<file path="src/rtl/mem_arb_pkg.sv">
// Shared definitions for the two-master memory-bus arbiter.
//   arb_state_t : arbiter FSM states (IDLE, BUSY)
//   ERR_RDATA   : read data returned to a master whose transfer was aborted by timeout
//   GNT_*       : one-hot grant encodings {m1,m0}
package mem_arb_pkg;

  typedef enum logic {
    IDLE = 1'b0,
    BUSY = 1'b1
  } arb_state_t;

  localparam logic [31:0] ERR_RDATA = 32'hDEAD_BEEF;

  localparam logic [1:0] GNT_NONE = 2'b00;
  localparam logic [1:0] GNT_M0   = 2'b01;
  localparam logic [1:0] GNT_M1   = 2'b10;

endpackage

</file>
<file path="src/rtl/mem_arb_timer.sv">
// Transaction watchdog for the memory-bus arbiter.
// Counts cycles while enable is high; clear has priority and zeroes the count.
// expire is high while the count equals TIMEOUT-1.
// Ports:
//   clk, rst  : clock, synchronous active-high reset
//   clear     : zero the counter
//   enable    : count this cycle
//   expire    : count has reached TIMEOUT-1
module mem_arb_timer #(
  parameter int TIMEOUT = 256
) (
  input  logic clk,
  input  logic rst,
  input  logic clear,
  input  logic enable,
  output logic expire
);

  localparam int W = (TIMEOUT > 1) ? $clog2(TIMEOUT) : 1;
  localparam logic [W-1:0] LAST = W'(TIMEOUT - 1);

  logic [W-1:0] cnt;

  always_ff @(posedge clk) begin
    if (rst || clear) begin
      cnt <= '0;
    end else if (enable) begin
      cnt <= cnt + 1'b1;
    end
  end

  assign expire = (cnt == LAST);

endmodule

</file>
<file path="src/rtl/mem_bus_arbiter.sv">
// Two-master arbiter in front of one picorv32-style native memory-bus slave.
// One whole transaction is granted at a time; at least one IDLE cycle separates
// transactions. Winner selection is round-robin (RR=1) or fixed m0 priority (RR=0).
// Optional feature macro: MEM_ARB_TIMEOUT_EN -- when defined, a transfer stuck in
// BUSY for TIMEOUT cycles is completed with ERR_RDATA and a one-cycle err pulse.
//
// Handshake: a master raises mX_valid and holds it with stable addr/wdata/wstrb
// until mX_ready; mX_ready is a single-cycle completion with mX_rdata valid in the
// same cycle. The slave side follows the same rule with s_valid/s_ready.
//
// Ports:
//   clk, rst                     : clock, synchronous active-high reset
//   m0_* / m1_*                  : master request (valid/addr/wdata/wstrb) and response (ready/rdata)
//   s_valid/s_addr/s_wdata/s_wstrb : request to slave, from the granted master
//   s_ready/s_rdata              : slave completion
//   gnt                          : one-hot grant {m1,m0}, 0 when idle
//   err                          : one-cycle pulse on timeout abort
//   state_dbg                    : 1 while the FSM is in BUSY
module mem_bus_arbiter
  import mem_arb_pkg::*;
#(
  parameter int RR      = 1,
  parameter int TIMEOUT = 256
) (
  input  logic        clk,
  input  logic        rst,
  input  logic        m0_valid,
  input  logic [31:0] m0_addr,
  input  logic [31:0] m0_wdata,
  input  logic [3:0]  m0_wstrb,
  output logic        m0_ready,
  output logic [31:0] m0_rdata,
  input  logic        m1_valid,
  input  logic [31:0] m1_addr,
  input  logic [31:0] m1_wdata,
  input  logic [3:0]  m1_wstrb,
  output logic        m1_ready,
  output logic [31:0] m1_rdata,
  output logic        s_valid,
  output logic [31:0] s_addr,
  output logic [31:0] s_wdata,
  output logic [3:0]  s_wstrb,
  input  logic        s_ready,
  input  logic [31:0] s_rdata,
  output logic [1:0]  gnt,
  output logic        err,
  output logic        state_dbg
);

  arb_state_t  state, state_nxt;
  logic [1:0]  gnt_q, gnt_nxt;
  logic        last_m1, last_nxt;   // 1 = m1 finished the most recent transaction
  logic        g_valid;
  logic        expire;
  logic        done;                // granted master gets ready this cycle
  logic [31:0] done_rdata;

  assign g_valid = (gnt_q[0] & m0_valid) | (gnt_q[1] & m1_valid);

`ifdef MEM_ARB_TIMEOUT_EN
  logic timer_expire;

  // Held clear throughout IDLE, so the count is 0 in the first BUSY cycle.
  mem_arb_timer #(.TIMEOUT(TIMEOUT)) u_timer (
    .clk    (clk),
    .rst    (rst),
    .clear  (state == IDLE),
    .enable (state == BUSY),
    .expire (timer_expire)
  );

  assign expire = (state == BUSY) & timer_expire;
`else
  // TIMEOUT has no effect in this build; BUSY waits for the slave indefinitely.
  logic [31:0] timeout_unused;
  assign timeout_unused = 32'(TIMEOUT);
  assign expire = 1'b0;
`endif

  always_ff @(posedge clk) begin
    if (rst) begin
      state   <= IDLE;
      gnt_q   <= GNT_NONE;
      last_m1 <= 1'b1;
    end else begin
      state   <= state_nxt;
      gnt_q   <= gnt_nxt;
      last_m1 <= last_nxt;
    end
  end

  always_comb begin
    state_nxt  = state;
    gnt_nxt    = gnt_q;
    last_nxt   = last_m1;
    s_valid    = 1'b0;
    done       = 1'b0;
    done_rdata = 32'h0;
    err        = 1'b0;
    case (state)
      IDLE: begin
        if (m0_valid && m1_valid) begin
          gnt_nxt   = ((RR != 0) && !last_m1) ? GNT_M1 : GNT_M0;
          state_nxt = BUSY;
        end else if (m0_valid) begin
          gnt_nxt   = GNT_M0;
          state_nxt = BUSY;
        end else if (m1_valid) begin
          gnt_nxt   = GNT_M1;
          state_nxt = BUSY;
        end
      end
      BUSY: begin
        if (!g_valid) begin
          // Master withdrew its request: drop it silently, fairness state untouched.
          gnt_nxt   = GNT_NONE;
          state_nxt = IDLE;
        end else if (s_ready) begin
          // Completion beats a coincident timeout.
          s_valid    = 1'b1;
          done       = 1'b1;
          done_rdata = s_rdata;
          last_nxt   = gnt_q[1];
          gnt_nxt    = GNT_NONE;
          state_nxt  = IDLE;
        end else if (expire) begin
          done       = 1'b1;
          done_rdata = ERR_RDATA;
          err        = 1'b1;
          last_nxt   = gnt_q[1];
          gnt_nxt    = GNT_NONE;
          state_nxt  = IDLE;
        end else begin
          s_valid = 1'b1;
        end
      end
      default: begin
        gnt_nxt   = GNT_NONE;
        state_nxt = IDLE;
      end
    endcase
  end

  assign m0_ready = done & gnt_q[0];
  assign m1_ready = done & gnt_q[1];
  assign m0_rdata = m0_ready ? done_rdata : 32'h0;
  assign m1_rdata = m1_ready ? done_rdata : 32'h0;

  assign s_addr  = gnt_q[1] ? m1_addr  : m0_addr;
  assign s_wdata = gnt_q[1] ? m1_wdata : m0_wdata;
  assign s_wstrb = gnt_q[1] ? m1_wstrb : m0_wstrb;

  assign gnt       = gnt_q;
  assign state_dbg = (state == BUSY);

endmodule

</file>
<file path="config.mk">
export PLATFORM = sky130hd
export DESIGN_NAME = mem_bus_arbiter
export DESIGN_NICKNAME = d
export VERILOG_FILES = /design/src/rtl/mem_arb_pkg.sv /design/src/rtl/mem_arb_timer.sv /design/src/rtl/mem_bus_arbiter.sv
export SDC_FILE = /design/constraint.sdc
export NUM_CORES = 1
export LEC_CHECK = 0
export BUFFER_PORTS_ARGS = -buffer_cell sky130_fd_sc_hd__buf_4
export CORE_AREA = 2 2 122 124
export CTS_CLUSTER_DIAMETER = 80
export DETAILED_ROUTE_END_ITERATION = 8
export DIE_AREA = 0 0 124 126
export PLACE_DENSITY = 0.46
export SLEW_MARGIN = 40
export SYNTH_ARGS = -nofsm -noshare
export SYNTH_HDL_FRONTEND = slang
export SYNTH_SLANG_ARGS = --single-unit
export TNS_END_PERCENT = 5
</file>
<file path="constraint.sdc">
create_clock -name clk -period 2 [get_ports clk]
set_clock_uncertainty 0.15 [all_clocks]
set_input_delay 0.3 -clock clk [delete_from_list [all_inputs] [get_ports clk]]
set_output_delay 0.3 -clock clk [all_outputs]
set_load 0.02 [all_outputs]
</file>
==> results of run 1 <==
==> final cells by class <==
class                   instances  area, µm²
clock buffers                   3      75.07
well taps                     184      230.2
inverters                       1      3.754
flip-flops and latches          4      82.58
repair buffers                315       2402
fillers                      1550      10200
multi-input cells             154       1318
==> state kept, by name (all words and copies together), names as in the netlist <==
signal,count
gnt,2
last_m1,1
state_dbg,1
==> final timing paths <==
kind / endpoint / cells after the start
min reg2reg: last_m1 / 1
max: s_wdata[7] / 3
max reg2reg: last_m1 / 4
min: state_dbg / 2
==> layer usage <==
metal  global-route usage [%]  share of wire [%]
met1                    10.47                 33
met2                    20.88                 55
met3                    2.582                 11
met4                    1.652               0.70
met5                        0                  0
==> metrics by stage <==
step                hold slack (ns)  instances
finish                       0.1279        661
detailed placement           0.3264        658
CTS                          0.1365        661
global route                 0.1392        661
floorplan                    0.2280        174
global placement             0.3236        658
==> Yosys cell counts <==
library cell / number / share of area [%]
buf_2: 13 / 4.4
a22o_1: 3 / 1.8
nor2_4: 1 / 0.76
a21oi_1: 2 / 0.68
dfxtp_1: 4 / 5.4
inv_1: 1 / 0.25
o21a_1: 1 / 0.51
nand2_1: 1 / 0.25
nand3_1: 2 / 0.68
nor3_1: 2 / 0.68
nand3b_1: 1 / 0.51
a22oi_2: 1 / 0.84
a211o_1: 1 / 0.59
mux2_2: 68 / 52
nor2b_1: 1 / 0.42
nor2_2: 1 / 0.42
o21ai_0: 1 / 0.34
and2_1: 64 / 27
conb_1: 1 / 0.25
nor2_1: 2 / 0.51
buf_4: 2 / 1.0
nor4b_2: 1 / 1.0
==> power groups by stage <==
| stage | registers [mW] | logic [mW] | clock network, mW |
|---|---|---|---|
| finish | 0.0964 | 0.848 | 0.311 |
| global route | 0.0975 | 0.897 | 0.322 |
| CTS | 0.0958 | 0.860 | 0.317 |
| detailed placement | 0.0969 | 0.855 | 0 |
| global placement | 0.0968 | 0.850 | 0 |
| floorplan | 0.0990 | 0.351 | 0 |
==> what timing repair did <==
item / 4_1_cts / 5_1_grt
hold endpoints to repair: 0 / 0
setup endpoints to repair: 0 / 1
resized for setup: 0 / 1
==> kinds of logic after synthesis <==
logic type | after synthesis | share of synthesized area (%)
simple gates | 76 | 32.26
mux | 68 | 51.69
buf+inv | 16 | 5.658
compound gates | 9 | 4.730
flops | 4 | 5.406
other cells | 1 | 0.2531
==> cells in the final DEF (no fill, tap or decap), types with 2 or more instances in the layout <==
| master | n |
|---|---|
| nand3_1 | 2 |
| dfxtp_2 | 2 |
| buf_12 | 3 |
| and2_1 | 64 |
| mux2_2 | 68 |
| clkbuf_16 | 3 |
| buf_4 | 312 |
| nor2_1 | 2 |
| a21oi_1 | 2 |
| dfxtp_1 | 2 |
| nor3_1 | 2 |
| a22o_1 | 3 |
==> worst max-delay path, delay by kind of cell, from the launching register on <==
kind                   cells  cell delay [ns]
muxes                      1             0.40
buffers and inverters      2             0.42
DFF                        1             0.37
==> results_dict.tcl, run 1 <==
set metrics [dict create \
    io_buffers 310 \
    final_util_pct 28.72 \
    avgSynthCellArea_um2 8.514 \
    power_switching_mw 0.4256 \
    power_frac_seq_pct 7.7 \
    synth_nets 347 \
    clk_path_buf_depth 2 \
    crit_fanout 49 \
    dp_hpwl_mm 8.220 \
    status "finished, final reports clean" \
    cts_inserted_buffers 3 \
    p_leak_nw 2.128 \
    ant_nets 0 \
    vias_per_cell 3.749 \
    post_cts_buffers 0 \
    p_int_mw 0.8295 \
    drv_slew 0 \
    start_util_pct 10.35 \
    switching_share_pct 33.91 \
    power_density_nw_per_um2 305.3 \
    setup_viol 0 \
    power_mw 1.255 \
    insertion_delay_ns 0.22 \
    critPathCaptureType "primary output" \
    die_h_um 126 \
    die-area_um2 15620 \
    netlist_instances 174 \
    clk_pin_slew_ns 0.03 \
    clock-sinks 4 \
    cts_tree "yes" \
    ir_drop_uv 161.4 \
    track_usage_pct 10.31 \
    num_vias 2478 \
    combPwrFrac_pct 67.6 \
    synth_area_um2 1481 \
    core_area_um2 14310 \
    drt_iter0_drc 23 \
    final_area_um2 4111 \
    wl_per_cell_um 13.96 \
    cp_slowest_stage_delay_ns 0.40 \
    postPlaceCellArea_um2 4035 \
    seq_area_frac_synth_pct 5.405 \
    cp_slowest_cell "mux2_2" \
    r2r_start "gnt[1]" \
    setup_tns_ns 0 \
    grt_setup_unrepaired "no" \
    startpoint_type "register" \
    drt-total-wl_mm 9.225 \
    globalplace.congestion 0.8609 \
    cts_root_buffer "clkbuf_16" \
    grt_pass1_wl_mm 12.48 \
    hold_buffers 0 \
    drc_errors 0 \
    cts_max_level 1 \
    max_cap_viol_count 0 \
    grt_max_degree 50 \
    fin_crit_ns 1.909 \
    final_hold_viol_count 0 \
    grt_pass1_vias 2367 \
    antenna_found_initial 0 \
    worstPathRequired_ns 1.55 \
    crit_chain "buf_12 > mux2_2 > buf_4" \
    nets 652 \
    fp.dieW_um 124 \
    synth_warnings 0 \
    min-delay-start "rst" \
    synth-seq-cells 4 \
    final.period_utilization_pct 95.47 \
    antenna_cells 0 \
    rows 44 \
    min_path_type "in2reg" \
    crit_start "gnt[1]" \
    crit_type "reg2out" \
    area_growth_syn_to_layout_pct 177.5 \
    synth.distinct_cells 22 \
    clkPwrFrac_pct 24.8 \
    fmax_ghz 0.5237 \
    first_pass_iters 4 \
    cp.arrival_ns 1.46 \
    preCtsSetupSlack_ns 0.3136 \
    drive_above_1_share_pct 82.18 \
    ff2ff_setup_slack_ns 0.46 \
    grt_overflow_total 0 \
    setup_ws_ns 0.09064 \
    io_pins 312 \
]
Power figures use the tool's default switching activity.
==> inputs of run 2 (changes only) <==
==> constraint.sdc (replaced) <==
create_clock -name clk -period 2 [get_ports clk]
set_clock_uncertainty 0.15 [all_clocks]
set_input_delay 0.3 -clock clk [delete_from_list [all_inputs] [get_ports clk]]
set_output_delay 0.3 -clock clk [all_outputs]
set_load 0.05 [all_outputs]
==> run 2 against run 1 <==
Against the previous run:
- flip-flop and latch count is the same
- via count grew 1.8%
- routed wire length grew 13%
- critical path type unchanged
- count of clock-buffer cells in the layout is the same
- power grew 27%
- critical path depth is the same
- largest cell class unchanged
- highest routed layer unchanged
- sequential share of layout area is essentially flat
==> results_dict.tcl, run 2 (same netlist as run 1, synthesis figures left out) <==
set metrics [dict create \
    status "finished, final reports clean" \
    drt_iter0_drc 33 \
    clk_pin_slew_ns 0.03 \
    vias_per_cell 3.794 \
    fmax_ghz 0.5109 \
    nets 656 \
    final_common_cell "buf_4" \
    io_pins 312 \
    track_usage_pct 11.75 \
    grt_max_degree 70 \
    min_path_type "in2reg" \
    startpoint_type "register" \
    reg2regPathDepth 4 \
    io_buffers 310 \
    postPlaceCellArea_um2 4043 \
    dp_hpwl_mm 8.640 \
    ff2ff_setup_slack_ns 0.59 \
    final.period_utilization_pct 97.87 \
    grt_setup_unrepaired "no" \
    ant_nets 0 \
    cts_tree "yes" \
    num_vias 2523 \
    cts_max_level 1 \
    max_cap_viol_count 0 \
    p_leak_nw 2.169 \
    largest_register_ffs 2 \
    crit_type "reg2out" \
    r2r-end "last_m1" \
    globalplace.congestion 0.7996 \
    power_density_nw_per_um2 377.8 \
    setup_viol 0 \
    drv_slew 0 \
    cts_root_buffer "clkbuf_16" \
    final_area_um2 4227 \
    clock-sinks 4 \
    holdWs_ns 0.1345 \
    grt_pass1_vias 2547 \
    start_util_pct 10.35 \
    cts_inserted_buffers 3 \
    critPathCaptureType "primary output" \
    insertion_delay_ns 0.23 \
    grt_pass1_wl_mm 14.02 \
    stdcell_count 665 \
    crit_start "gnt[1]" \
    dpl.cell_count 657 \
    min_to "state_dbg" \
    ir_drop_uv 212.2 \
    core_area_um2 14310 \
    clk_path_buf_depth 2 \
    fp.dieW_um 124 \
    cp.arrival_ns 1.51 \
    crit_fanout 35 \
    drc_errors 0 \
    r2r_start "gnt[0]" \
    mostFrequentLayoutCells "buf_4, mux2_2, and2_1" \
    min-delay-start "rst" \
    die-area_um2 15620 \
    area_growth_syn_to_layout_pct 185.3 \
    antenna_cells 0 \
    multiInputGateArea_um2 1389 \
    fillerInstances 1531 \
    setup_ws_ns 0.04262 \
    final_util_pct 29.53 \
    power_mw 1.597 \
    final_hold_viol_count 0 \
    seqCellArea_um2 86.33 \
    fin_crit_ns 1.957 \
    die_h_um 126 \
    antenna_found_initial 0 \
    wl_per_cell_um 15.69 \
    rows 44 \
    setup_tns_ns 0 \
    worstPathRequired_ns 1.55 \
    drive_above_1_share_pct 86.69 \
    hold_path_depth 2 \
    grt_overflow_total 0 \
    drt-total-wl_mm 10.44 \
    preCtsSetupSlack_ns 0.07359 \
    first_pass_iters 3 \
]
## run 2: cell count changes in the layout (fill, tap and decap cells not counted), moves of 2 or more
cell / delta
and2_1: -18
and2_2: +16
and2_4: +2
nor2_4: +2
## run 2: power by group
part	switching [mW]	internal, mW	leakage [nW]
logic	0.682	0.506	2.10
clock network	0.0585	0.256	0.0370
registers	0.00887	0.0863	0.0342
total	0.749	0.848	2.17
## run 2: layout make-up
cell class | count | share of cell area, %
Clock buffer | 3 | 1.776
Sequential cell | 4 | 2.043
Tap cell | 184 | 5.447
Multi-Input combinational cell | 156 | 32.86
Timing Repair Buffer | 317 | 57.79
Inverter | 1 | 0.08881
## run 2: how the worst max path moves through the flow
stage / to / slack, ns
3_5_place_dp: m1_rdata[24] / 0.07
5_1_grt: m0_rdata[27] / 0.006
3_3_place_gp: m1_rdata[29] / 0.09
4_1_cts: s_addr[4] / -0.04
2_1_floorplan: m1_rdata[10] / -0.0006
6_report: s_wdata[18] / 0.04
## run 2: worst max-delay path, cell delays in order, from the launching register on
cell     delay [ns]
dfxtp_4        0.42
buf_16         0.23
mux2_2         0.40
buf_4          0.20
## run 2: metal layers
metal / routed length, µm / GRT usage [%] / vias to the layer above / part of all wire [%]
met4: 61 / 1.785 / 0 / 0.58
met3: 1103 / 2.899 / 4 / 11
li1: - / - / 1213 / -
met1: 3794 / 13.47 / 1136 / 36
met2: 5478 / 22.07 / 170 / 52
met5: 0 / 0 / - / 0
## run 2: timing repair
action | 4_1_cts | 5_1_grt
setup endpoints to repair | 101 | 71
gates cloned | 2 | 1
hold buffers | 0 | 0
buffers inserted | 2 | 0
resized for setup | 7 | 1
pin swaps | 2 | 0
==> inputs of run 3 (changes only) <==
--- a/config.mk
+++ b/config.mk
@@ -6,11 +6,14 @@
 export NUM_CORES = 1
 export LEC_CHECK = 0
 export BUFFER_PORTS_ARGS = -buffer_cell sky130_fd_sc_hd__buf_4
-export CORE_AREA = 2 2 122 124
+export CELL_PAD_IN_SITES_DETAIL_PLACEMENT = 1
+export CELL_PAD_IN_SITES_GLOBAL_PLACEMENT = 1
+export CORE_AREA = 2 2 123 125
 export CTS_CLUSTER_DIAMETER = 80
 export DETAILED_ROUTE_END_ITERATION = 8
-export DIE_AREA = 0 0 124 126
-export PLACE_DENSITY = 0.46
+export DIE_AREA = 0 0 125 127
+export GPL_ROUTABILITY_DRIVEN = 1
+export PLACE_DENSITY = 0.7
 export SLEW_MARGIN = 40
 export SYNTH_ARGS = -nofsm -noshare
 export SYNTH_HDL_FRONTEND = slang
==> run 3 against run 2 <==
Against the previous run:
- die area grew 1.6%
- largest power group unchanged
- largest cell class unchanged
- highest routed layer unchanged
- register-to-register slack got worse by 0.07 ns
- first-iteration DRC count is 18% higher
- utilization up 1.8 points
- design area up 6.8%
- combinational power about the same
- final cell count is 1.4% higher
- routed wire length increased by 9.9%
==> results_dict.tcl, run 3 (same netlist as run 1, synthesis figures left out) <==
set metrics [dict create \
    insertion_delay_ns 0.23 \
    r2r-end "gnt[0]" \
    drive_above_1_share_pct 87.14 \
    min_path_type "in2reg" \
    die-area_um2 15880 \
    nets 665 \
    die_h_um 127 \
    mostFrequentLayoutCells "buf_4, mux2_2, and2_1" \
    fillerInstances 1699 \
    num_vias 2613 \
    cts_max_level 1 \
    clk_path_buf_depth 2 \
    largest_register_ffs 2 \
    drv_slew 0 \
    wl_per_cell_um 17.02 \
    crit_top_cell "buf_12" \
    setup_viol 0 \
    antenna_cells 0 \
    crit_chain "buf_12 > nand3_2 > nor2_4 > buf_12 > clkbuf_16 > and2_1 > buf_6" \
    cts_inserted_buffers 3 \
    final_common_cell "buf_4" \
    area_growth_syn_to_layout_pct 204.7 \
    startpoint_type "register" \
    grt_pass1_wl_mm 15.66 \
    final.period_utilization_pct 98.07 \
    cts_tree "yes" \
    status "finished, final reports clean" \
    crit_fanout 8 \
    critPathCaptureType "primary output" \
    first_pass_iters 3 \
    clock-sinks 4 \
    io_pins 312 \
    worstPathRequired_ns 1.55 \
    grt_max_degree 38 \
    final_util_pct 31.30 \
    core_area_um2 14420 \
    ff2ff_setup_slack_ns 0.52 \
    p_leak_nw 2.283 \
    cp_slowest_stage_delay_ns 0.35 \
    crit_type "reg2out" \
    max_cap_viol_count 0 \
    r2r_start "gnt[1]" \
    path_delay_family "buffers and inverters" \
    ant_nets 0 \
    final_hold_viol_count 0 \
    grt_overflow_total 0 \
    hold_path_depth 2 \
    io_buffers 310 \
    drc_errors 0 \
    cp_slowest_cell "dfxtp_4" \
    fp.dieW_um 125 \
    fmax_ghz 0.5098 \
    power_density_nw_per_um2 361.9 \
    clk_pin_slew_ns 0.03 \
    ir_drop_uv 230.0 \
    start_util_pct 10.27 \
    grt_pass1_vias 2709 \
    min_to "state_dbg" \
    antenna_found_initial 0 \
    track_usage_pct 12.50 \
    power_mw 1.634 \
    reg2regPathDepth 5 \
    vias_per_cell 3.877 \
    crit_buf_inv 4 \
    cts_root_buffer "clkbuf_16" \
    cp.arrival_ns 1.51 \
    drt-total-wl_mm 11.47 \
    grt_setup_unrepaired "yes" \
    globalplace.congestion 0.8176 \
    min-delay-start "rst" \
    drt_iter0_drc 39 \
    rows 44 \
    fin_crit_ns 1.961 \
    dp_hpwl_mm 9.843 \
]
[run 3: repair_timing]
item                       CTS  global route
hold endpoints to repair     0             0
pin swaps                    0             1
buffers inserted             0             6
hold buffers                 0             0
cloned                       0             4
setup endpoints to repair   15           100
gates resized for setup     16            36
[run 3: worst register-to-register path, stage by stage (launching register included)]
cell       delay [ns]
dfxtp_4          0.34
buf_4            0.14
clkbuf_16        0.15
a22oi_2          0.25
nor4b_2          0.10
a22o_1           0.23
[run 3: area by class of cell]
| type | instances | area [µm²] | area share [%] |
|---|---|---|---|
| timing repair buffer | 328 | 2758 | 61.09 |
| multi-input combinational | 154 | 1361 | 30.16 |
| tap | 184 | 230.2 | 5.100 |
| sequential | 4 | 86.33 | 1.912 |
| clock buffer | 3 | 75.07 | 1.663 |
| inverter | 1 | 3.754 | 0.08315 |
[run 3: per-stage QoR]
stage	hold WS [ns]	cells	worst slack [ns]	instance area (µm²)	TNS [ns]
CTS	0.1225	664	-0.02553	4237	-0.06844
global placement	0.3260	661	0.2088	4098	0
global route	0.1367	674	-0.01572	4514	-0.1015
finish	0.1302	674	0.03855	4514	0
floorplan	0.2206	174	-0.0005835	1513	-0.01167
detailed placement	0.3570	661	0.1999	4098	0
[run 3: metal layers]
layer  vias to the layer above  GRT usage, %  wire length (µm)
li1                       1231             -                 -
met4                         0         1.046                21
met2                       173         26.63              6782
met3                         2         3.727               973
met1                      1207         12.08              3692
met5                         -             0                 0
[run 3: where the power goes]
group	total, mW	internal (mW)	switching, mW
logic	1.22	0.532	0.690
clock network	0.316	0.256	0.0599
registers	0.0965	0.0863	0.0102
[run 3: worst max path at each step]
stage | startpoint | end | slack, ns | depth (start not counted)
after floorplan | gnt[1] | m1_rdata[10] | -0.0006 | 5
after global placement | gnt[1] | s_wdata[6] | 0.21 | 4
after detailed placement | gnt[1] | s_wdata[6] | 0.20 | 4
after CTS | gnt[1] | s_wdata[8] | -0.03 | 4
after global routing | gnt[1] | m1_rdata[4] | -0.02 | 7
final | gnt[1] | m1_rdata[21] | 0.04 | 7
